File: config.mk
export PLATFORM = sky130hd
export DESIGN_NAME = fb_rect_writer
export DESIGN_NICKNAME = d
export VERILOG_FILES = /design/src/rtl/fb_pkg.sv /design/src/rtl/rect_clip.sv /design/src/rtl/fb_rect_writer.sv
export SDC_FILE = /design/constraint.sdc
export NUM_CORES = 1
export LEC_CHECK = 0
export ABC_AREA = 0
export BUFFER_PORTS_ARGS = -buffer_cell sky130_fd_sc_hd__buf_2
export CORE_UTILIZATION = 48
export DETAILED_ROUTE_END_ITERATION = 10
export PLACE_DENSITY = 0.75
export REMOVE_ABC_BUFFERS = 1
export SLEW_MARGIN = 0
export SYNTH_ARGS = -nofsm -noshare
export SYNTH_HDL_FRONTEND = slang
export SYNTH_HIERARCHICAL = 1
export SYNTH_SLANG_ARGS = --single-unit
File: constraint.sdc
create_clock -name clock -period 4.25 [get_ports clock]
set_clock_uncertainty 0.15 [all_clocks]
set_input_delay 0.85 -clock clock [delete_from_list [all_inputs] [get_ports clock]]
set_output_delay 0.85 -clock clock [all_outputs]
set_load 0.05 [all_outputs]
File: src/rtl/fb_pkg.sv
// fb_pkg: shared framebuffer geometry defaults and rectangle-writer state encoding
package fb_pkg;
  localparam int SCREEN_W_DEF = 640;
  localparam int SCREEN_H_DEF = 480;
  localparam int ADDR_W_DEF = 19;
  localparam int COLOR_W_DEF = 4;
  typedef enum logic [1:0] {IDLE, SETUP, FILL, DONE} state_t;
endpackage

File: src/rtl/rect_clip.sv
// rect_clip: combinational clipping of a rectangle command to the screen bounds
module rect_clip import fb_pkg::*; #(
  parameter int SCREEN_W = SCREEN_W_DEF,
  parameter int SCREEN_H = SCREEN_H_DEF
) (
  input  logic [9:0]  x0,
  input  logic [8:0]  y0,
  input  logic [9:0]  w,
  input  logic [8:0]  h,
  input  logic        clear,
  output logic [9:0]  bx0,
  output logic [8:0]  by0,
  output logic [10:0] xe,
  output logic [9:0]  ye,
  output logic        empty
);
  localparam logic [10:0] scr_w = 11'(SCREEN_W);
  localparam logic [9:0] scr_h = 10'(SCREEN_H);
  logic [10:0] xs;
  logic [9:0] ys;
  always_comb begin
    xs = {1'b0, x0} + {1'b0, w};
    ys = {1'b0, y0} + {1'b0, h};
    bx0 = clear ? '0 : x0;
    by0 = clear ? '0 : y0;
    xe = (clear || xs > scr_w) ? scr_w : xs;
    ye = (clear || ys > scr_h) ? scr_h : ys;
    empty = !clear && (w == '0 || h == '0 || {1'b0, x0} >= scr_w || {1'b0, y0} >= scr_h);
  end
endmodule

File: src/rtl/fb_rect_writer.sv
// fb_rect_writer: fills a clipped rectangle (or the whole screen) with one framebuffer write per cycle
module fb_rect_writer import fb_pkg::*; #(
  parameter int SCREEN_W = SCREEN_W_DEF,
  parameter int SCREEN_H = SCREEN_H_DEF,
  parameter int ADDR_W = ADDR_W_DEF,
  parameter int COLOR_W = COLOR_W_DEF
) (
  input  logic               clock,
  input  logic               reset_n,
  input  logic               cmd_valid,
  output logic               cmd_ready,
  input  logic [9:0]         cmd_x0,
  input  logic [8:0]         cmd_y0,
  input  logic [9:0]         cmd_w,
  input  logic [8:0]         cmd_h,
  input  logic [COLOR_W-1:0] cmd_color,
  input  logic               cmd_clear,
  output logic [ADDR_W-1:0]  wr_addr,
  output logic [COLOR_W-1:0] wr_data,
  output logic               wr_en,
  output logic               busy,
  output logic               done
);
  localparam logic [ADDR_W-1:0] row_step = ADDR_W'(SCREEN_W);
  state_t state, state_n;
  logic [9:0] x0_r, w_r, bx0, bx0_r;
  logic [8:0] y0_r, h_r, by0;
  logic clear_r, empty, last, row_end;
  logic [COLOR_W-1:0] color_r;
  logic [10:0] xe, xe_r, x_r;
  logic [9:0] ye, ye_r, y_r;
  logic [ADDR_W-1:0] row_r, row0;

  function automatic logic [ADDR_W-1:0] times_w(input logic [8:0] y);
    logic [ADDR_W-1:0] acc;
    acc = '0;
    for (int i = 0; i < 32; i++) acc = SCREEN_W[i] ? acc + (ADDR_W'(y) << i) : acc;
    return acc;
  endfunction

  rect_clip #(.SCREEN_W(SCREEN_W), .SCREEN_H(SCREEN_H)) u_clip (
    .x0(x0_r), .y0(y0_r), .w(w_r), .h(h_r), .clear(clear_r),
    .bx0(bx0), .by0(by0), .xe(xe), .ye(ye), .empty(empty)
  );

  always_comb begin
    row_end = x_r == xe_r - 11'd1;
    last = row_end && y_r == ye_r - 10'd1;
    row0 = times_w(by0);
    state_n = state == IDLE  ? (cmd_valid ? SETUP : IDLE) :
              state == SETUP ? (empty ? DONE : FILL) :
              state == FILL  ? (last ? DONE : FILL) : IDLE;
  end

  assign cmd_ready = state == IDLE;
  assign busy = state != IDLE;
  assign wr_en = state == FILL;
  assign done = state == DONE;

  always_ff @(posedge clock) begin
    if (!reset_n) state <= IDLE;
    else state <= state_n;
  end

  always_ff @(posedge clock) begin
    if (!reset_n) begin
      x0_r <= '0;
      y0_r <= '0;
      w_r <= '0;
      h_r <= '0;
      clear_r <= 1'b0;
      color_r <= '0;
      bx0_r <= '0;
      xe_r <= '0;
      ye_r <= '0;
      x_r <= '0;
      y_r <= '0;
      row_r <= '0;
      wr_addr <= '0;
      wr_data <= '0;
    end else if (state == IDLE && cmd_valid) begin
      x0_r <= cmd_x0;
      y0_r <= cmd_y0;
      w_r <= cmd_w;
      h_r <= cmd_h;
      clear_r <= cmd_clear;
      color_r <= cmd_color;
    end else if (state == SETUP && !empty) begin
      bx0_r <= bx0;
      xe_r <= xe;
      ye_r <= ye;
      x_r <= {1'b0, bx0};
      y_r <= {1'b0, by0};
      row_r <= row0;
      wr_addr <= row0 + ADDR_W'(bx0);
      wr_data <= color_r;
    end else if (state == FILL && !last) begin
      x_r <= row_end ? {1'b0, bx0_r} : x_r + 11'd1;
      y_r <= row_end ? y_r + 10'd1 : y_r;
      row_r <= row_end ? row_r + row_step : row_r;
      wr_addr <= row_end ? row_r + row_step + ADDR_W'(bx0_r) : wr_addr + ADDR_W'(1);
    end
  end
endmodule
Word level (Yosys, flattened, before mapping):

Cells that the tools add are included.

* flip-flop bits (word level): 139
* input bits: 46
* logic and storage cells: 80

* muxes and demuxes: 22
* reduce and logical (&&, ||, !) cells: 22
* bitwise logic cells: 1
* equality and inequality tests: 5
* add/subtract/negate cells: 11
* order comparisons: 4

Operators by type and width (number)
* two-way mux 19 bit: 6
* two-way mux 10 bit: 5
* two-way mux 11 bit: 4
* adder 19 x 10 -> 19 bit: 2
* adder 16 x 18 -> 19 bit: 1
* adder 19 x 1 -> 19 bit, second input constant: 1
* adder 19 x 10 -> 19 bit, second input constant: 1
* adder 10 x 10 -> 11 bit: 1
* adder 11 x 1 -> 11 bit, second input constant: 1
* equality test 11 bit: 1
* greater-than comparator 11 x 10 -> 1 bit, second input constant: 1
* subtractor 11 x 1 -> 11 bit, second input constant: 1
* adder 10 x 1 -> 10 bit, second input constant: 1
* adder 9 x 9 -> 10 bit: 1
* equality test 10 bit: 1
* greater-or-equal comparator 10 bit, second input constant: 1
* greater-than comparator 10 x 9 -> 1 bit, second input constant: 1
* zero test 10 bit: 1
* subtractor 10 x 1 -> 10 bit, second input constant: 1
* greater-or-equal comparator 9 bit, second input constant: 1
* zero test 9 bit: 1
* two-way mux 9 bit: 1
* two-way mux 2 bit: 3
* nonzero test 2 bit: 3
* 10 further kinds: 24

Depth between registers and ports, before layout:

* depth after elaboration: 9
* depth in mapped cells: 13
* mapped depth without buffers: 12

By module:

The synthesis kept the hierarchy.

Modules (own cells, without submodules)
* fb_rect_writer: seq. area each 2642.5 um^2, times used 1, area an instance 8092.8 um^2, cells an instance 1084
* rect_clip: seq. area each 0.0 um^2, times used 1, area an instance 1442.6 um^2, cells an instance 197

Worst setup path before layout:

No wires, ideal clock.

* path type: reg2reg
* start point: register xe_r[6]
* end point: register row_r[7]
* setup slack: 1.015 ns
* setup time: 0.117 ns
* period minus slack after synthesis: 3.235 ns
* buffers on the path: 3
* cell stages (with the launch flop): 12
* arrival time: 2.967 ns
* cell sequence: dfxtp_1 -> buf_6 -> or4_1 -> or4_4 -> a2111oi_4 -> nand4_2 -> nor4_4 -> o21ai_2 -> and2_1 -> buf_6 -> buf_6 -> a32o_1

* word-level cells in the longest chain between the ends: 7
* elaborated cells between the ends (all ways): 8
* those cells by class: add/sub: 1; eq/ne: 1; reduce/logical: 6

Ends and longest elaborated chain
* start: declaration: line fb_rect_writer.sv:30 `logic [10:0] xe, xe_r, x_r;`
* start signal: assignment: line fb_rect_writer.sv:74 `xe_r <= '0;`
* start signal: assignment: line fb_rect_writer.sv:90 `xe_r <= xe;`
* subtractor 11 x 1 -> 11 bit (*): line fb_rect_writer.sv:47 `row_end = x_r == xe_r - 11'd1;`
* equality test 11 bit (*): line fb_rect_writer.sv:47
* logical AND 1 bit: line fb_rect_writer.sv:48 `last = row_end && y_r == ye_r - 10'd1;`
* zero test 1 bit: line fb_rect_writer.sv:97 `end else if (state == FILL && !last) begin`
* logical AND 1 bit: line fb_rect_writer.sv:97
* nonzero test 2 bit (no source line)
* AND reduction 3 bit (no source line) (*)
* end signal: assignment: line fb_rect_writer.sv:94 `row_r <= row0;`
* end signal: assignment: line fb_rect_writer.sv:100 `row_r <= row_end ? row_r + row_step : row_r;`
* end: declaration: line fb_rect_writer.sv:32 `logic [ADDR_W-1:0] row_r, row0;`

Mark *: on every way between the ends. The rest lies on a longest branch, timed or not.
A chain may end at the register's enable or synchronous reset.

Worst setup path in the final report:

* start point: register xe_r[6]
* end point: register row_r[16]

Same word-level chain as after synthesis.

==> results.yml <==
layout:
  post-route-util_pct: 54.7
  register_area_mm2: 0.00264
  diodes: 0
  fillCellCount: 1805
  area_growth_pct: 11.7
  final_layout_size_suffix_gt1_share_pct: 11.5
  nets: 1398
  multi_input_area_mm2: 0.00648
clocking:
  cts_tree: "done"
  cts_root_buf: "clkbuf_16"
  cts_buffer_depth: 2
  post_cts_buffers: 0
  insertion_delay_ns: 0.44
  cts_buffers: 17
  clkSlewWorstSetupHoldPaths_ns: 0.06
  cts.sinks: 132
  hold_buffers: 0
  ctsResizeCount: 0
  h-tree-depth: 4
run_status:
  outcome: "finished clean"
yosys:
  yosys-top-cells-area: "dfxtp_1 28%, nand2_1 11%, ha_1 5.6%, a21oi_1 4.5%, xnor2_1 4.1%"
  netlist_area_mm2: 0.00954
  yosys.area.top_type_share_pct: 27.7
  synth_most_common_cell: "nand2_1"
  yosys-top-cells-count: "281 x nand2_1, 132 x dfxtp_1, 85 x a21oi_1, 71 x clkbuf_1, 60 x nor2_1"
  yosysUniqueCellTypes: 88
  async_flop_share_pct: 0
  ys_warn_count: 6
  syn_inst: 1281
  ys_seq_area_share_pct: 27.7
  syn_area_per_cell_um2: 7.44
  synth_top_cell_by_area: "dfxtp_1"
  ys.flop_type: "dfxtp_1"
  synth_edf_count: 0
  synth-seq-cells: 132
global_routing:
  grt_overflow: 0
  antenna_found_initial: 0
  grt_pass1_vias: 8519
  grt_pass1_wl_um: 41600
  grt_max_degree: 103
  grt_usage_pct: 25.5
worst_setup_path:
  r2r-start: "xe_r[6]$_SDFFE_PN0P_"
  critPathKind: "register to register"
  rrSetupSlack_ns: 0.57
  cp_slowest_cell: "o21ai_1"
  endpoint_kind: "register"
  cp.required_ns: 4.42
  arrival_ns: 3.85
  cp-start-kind: "register"
  max_stage_delay_ns: 0.70
  startpoint: "xe_r[6]$_SDFFE_PN0P_"
  rr_endpoint: "row_r[16]$_SDFFE_PN0P_"
  crit_chain: "or4_1, or4_4, a2111oi_4, nand4_2, o21ai_1, buf_4, o211ai_1, a32o_1"
  cp_max_fo: 12
  worst_r2r_path_depth: 8
die:
  die_area_mm2: 0.0204
  die_y_um: 143
  initial_utilization_pct: 49.0
  ios: 73
  rows: 51
  fp.dieW_um: 143
  core-area_mm2: 0.0195
min_path:
  min_to: "wr_data[2]$_SDFFE_PN0P_"
  hold_path.startpoint: "color_r[2]$_SDFFE_PN0P_"
  min-delay-path-class: "register to register"
  whs_path_depth: 2
timing:
  drv_slew: 0
  worst_pin_slew_ns: 0.920
  hold_viol: 0
  setup_viol: 0
  fin_crit_sh_pct: 86.5
  period_needed_ns: 3.68
  relSlewSlack_pct: 38.5
  worst_slack_ns: 0.574
  clock.fmax_mhz: 272
  rsz0062_at_grt: "no"
placement:
  hpwlAfterDp_um: 17800
  globalplace.congestion: 0.905
  numPortBuffers: 72
  pre_cts_ws_ns: 0.596
routing:
  remaining_drc_errors: 0
  first_pass_iters: 5
  detail-route-antenna-nets: 0
  via_per_inst: 5.89
  detail_route.wl_per_cell_um: 16.1
  vias: 9324
  drt-initial-drc-count: 780
  wirelength_um: 25400
power_and_ir_drop:
  vdd_drop_max_mv: 0.309
  power_leakage_nw: 4.24
  pwr_density_cell_mw_per_mm2: 335
job:
  maxCapViolations: 0
==> critical path, delay by kind of cell (launching register included) <==
| family | cells | cell delay (ns) |
|---|---|---|
| simple gates | 3 | 1.26 |
| buf+inv | 1 | 0.33 |
| flops | 1 | 0.36 |
| compound gates | 4 | 1.47 |
==> final cells by class <==
| class | instances | share of cell area, % |
|---|---|---|
| multi-input combinational | 1042 | 60.9 |
| sequential | 132 | 24.8 |
| clock inverter | 12 | 1.45 |
| clock buffer | 20 | 4.29 |
| inverter | 25 | 0.881 |
| timing repair buffer | 87 | 4.56 |
| tap | 265 | 3.11 |
==> through the flow <==
stage | hold slack [ns] | cell area, um2 | TNS (ns) | total power, mW | cells
6_report | 0.309 | 10600 | 0 | 3.57 | 1583
5_1_grt | 0.330 | 10600 | 0 | 3.71 | 1583
4_1_cts | 0.308 | 10600 | 0 | 3.57 | 1583
3_5_place_dp | 0.300 | 10000 | 0 | 2.04 | 1551
3_3_place_gp | 0.291 | 10000 | 0 | 2.03 | 1551
2_1_floorplan | 0.282 | 9190 | -95.76 | 1.84 | 1199
==> routing by layer <==
| layer | up-vias | wire, um | GRT usage, % |
|---|---|---|---|
| met2 | 312 | 11500 | 41.3 |
| met5 | - | 0 | 0 |
| met3 | 47 | 1420 | 4.83 |
| met1 | 4343 | 12000 | 33.9 |
| met4 | 0 | 486 | 7.98 |
| li1 | 4622 | - | - |
==> cell families (layout without fill, tap and decap cells) <==
group	after synthesis	in the layout	synth area share, %
AO/OA/AOI/OAI	356	356	25.2
XOR/XNOR	87	87	7.99
adder cells (fa/ha/maj)	47	47	6.48
buffers and inverters	108	144	4.61
flip-flops	132	132	27.7
multiplexers	4	4	0.420
other	2	3	0.0788
AND/OR/NAND/NOR	545	545	27.5
==> power breakdown <==
group	internal [mW]	total [mW]	leakage [nW]	switching, mW
registers	1.29	1.36	1.07	0.0679
logic	0.245	0.670	2.88	0.425
clock network	0.953	1.54	0.292	0.584
==> registers in the layout, summed over array words and instances, names as in the netlist <==
register,flops
bx0_r,10
clear_r,1
color_r,4
h_r,9
row_r,12
state,2
w_r,10
wr_addr,19
wr_data,4
x0_r,10
x_r,11
xe_r,11
y0_r,9
y_r,10
ye_r,10
==> worst max path at each step <==
stage	to	slack, ns	cells after the start
CTS	row_r[16]$_SDFFE_PN0P_	0.60	8
detailed placement	row_r[16]$_SDFFE_PN0P_	0.60	8
global route	wr_addr[18]$_SDFFE_PN0P_	0.36	11
floorplan	row_r[10]$_SDFFE_PN0P_	-1.81	6
global placement	row_r[16]$_SDFFE_PN0P_	0.68	8
finish	row_r[16]$_SDFFE_PN0P_	0.57	8
==> placed cells by master, fill, tap and decap left out, types with 5 or more instances in the layout <==
cell type and instances:
or3_1 9, and2_1 5, dfxtp_1 132, xor2_1 42
and3b_1 6, nand2_1 281, nor4_1 11, nand3b_1 8
buf_2 72, o21ai_1 7, xnor2_1 45, a21oi_1 85
o211ai_1 26, nor2_1 59, o22ai_1 10, nor3_1 20
ha_1 43, o21ai_0 53, o31ai_1 10, a21o_1 18
a31o_1 8, a21boi_0 38, and3_1 10, buf_4 14
a211oi_1 7, a31oi_1 38, nand4_1 16, nand3_1 45
inv_1 24, a32o_1 10, nor2b_1 32, clkbuf_16 17
Power figures use the tool's default switching activity.
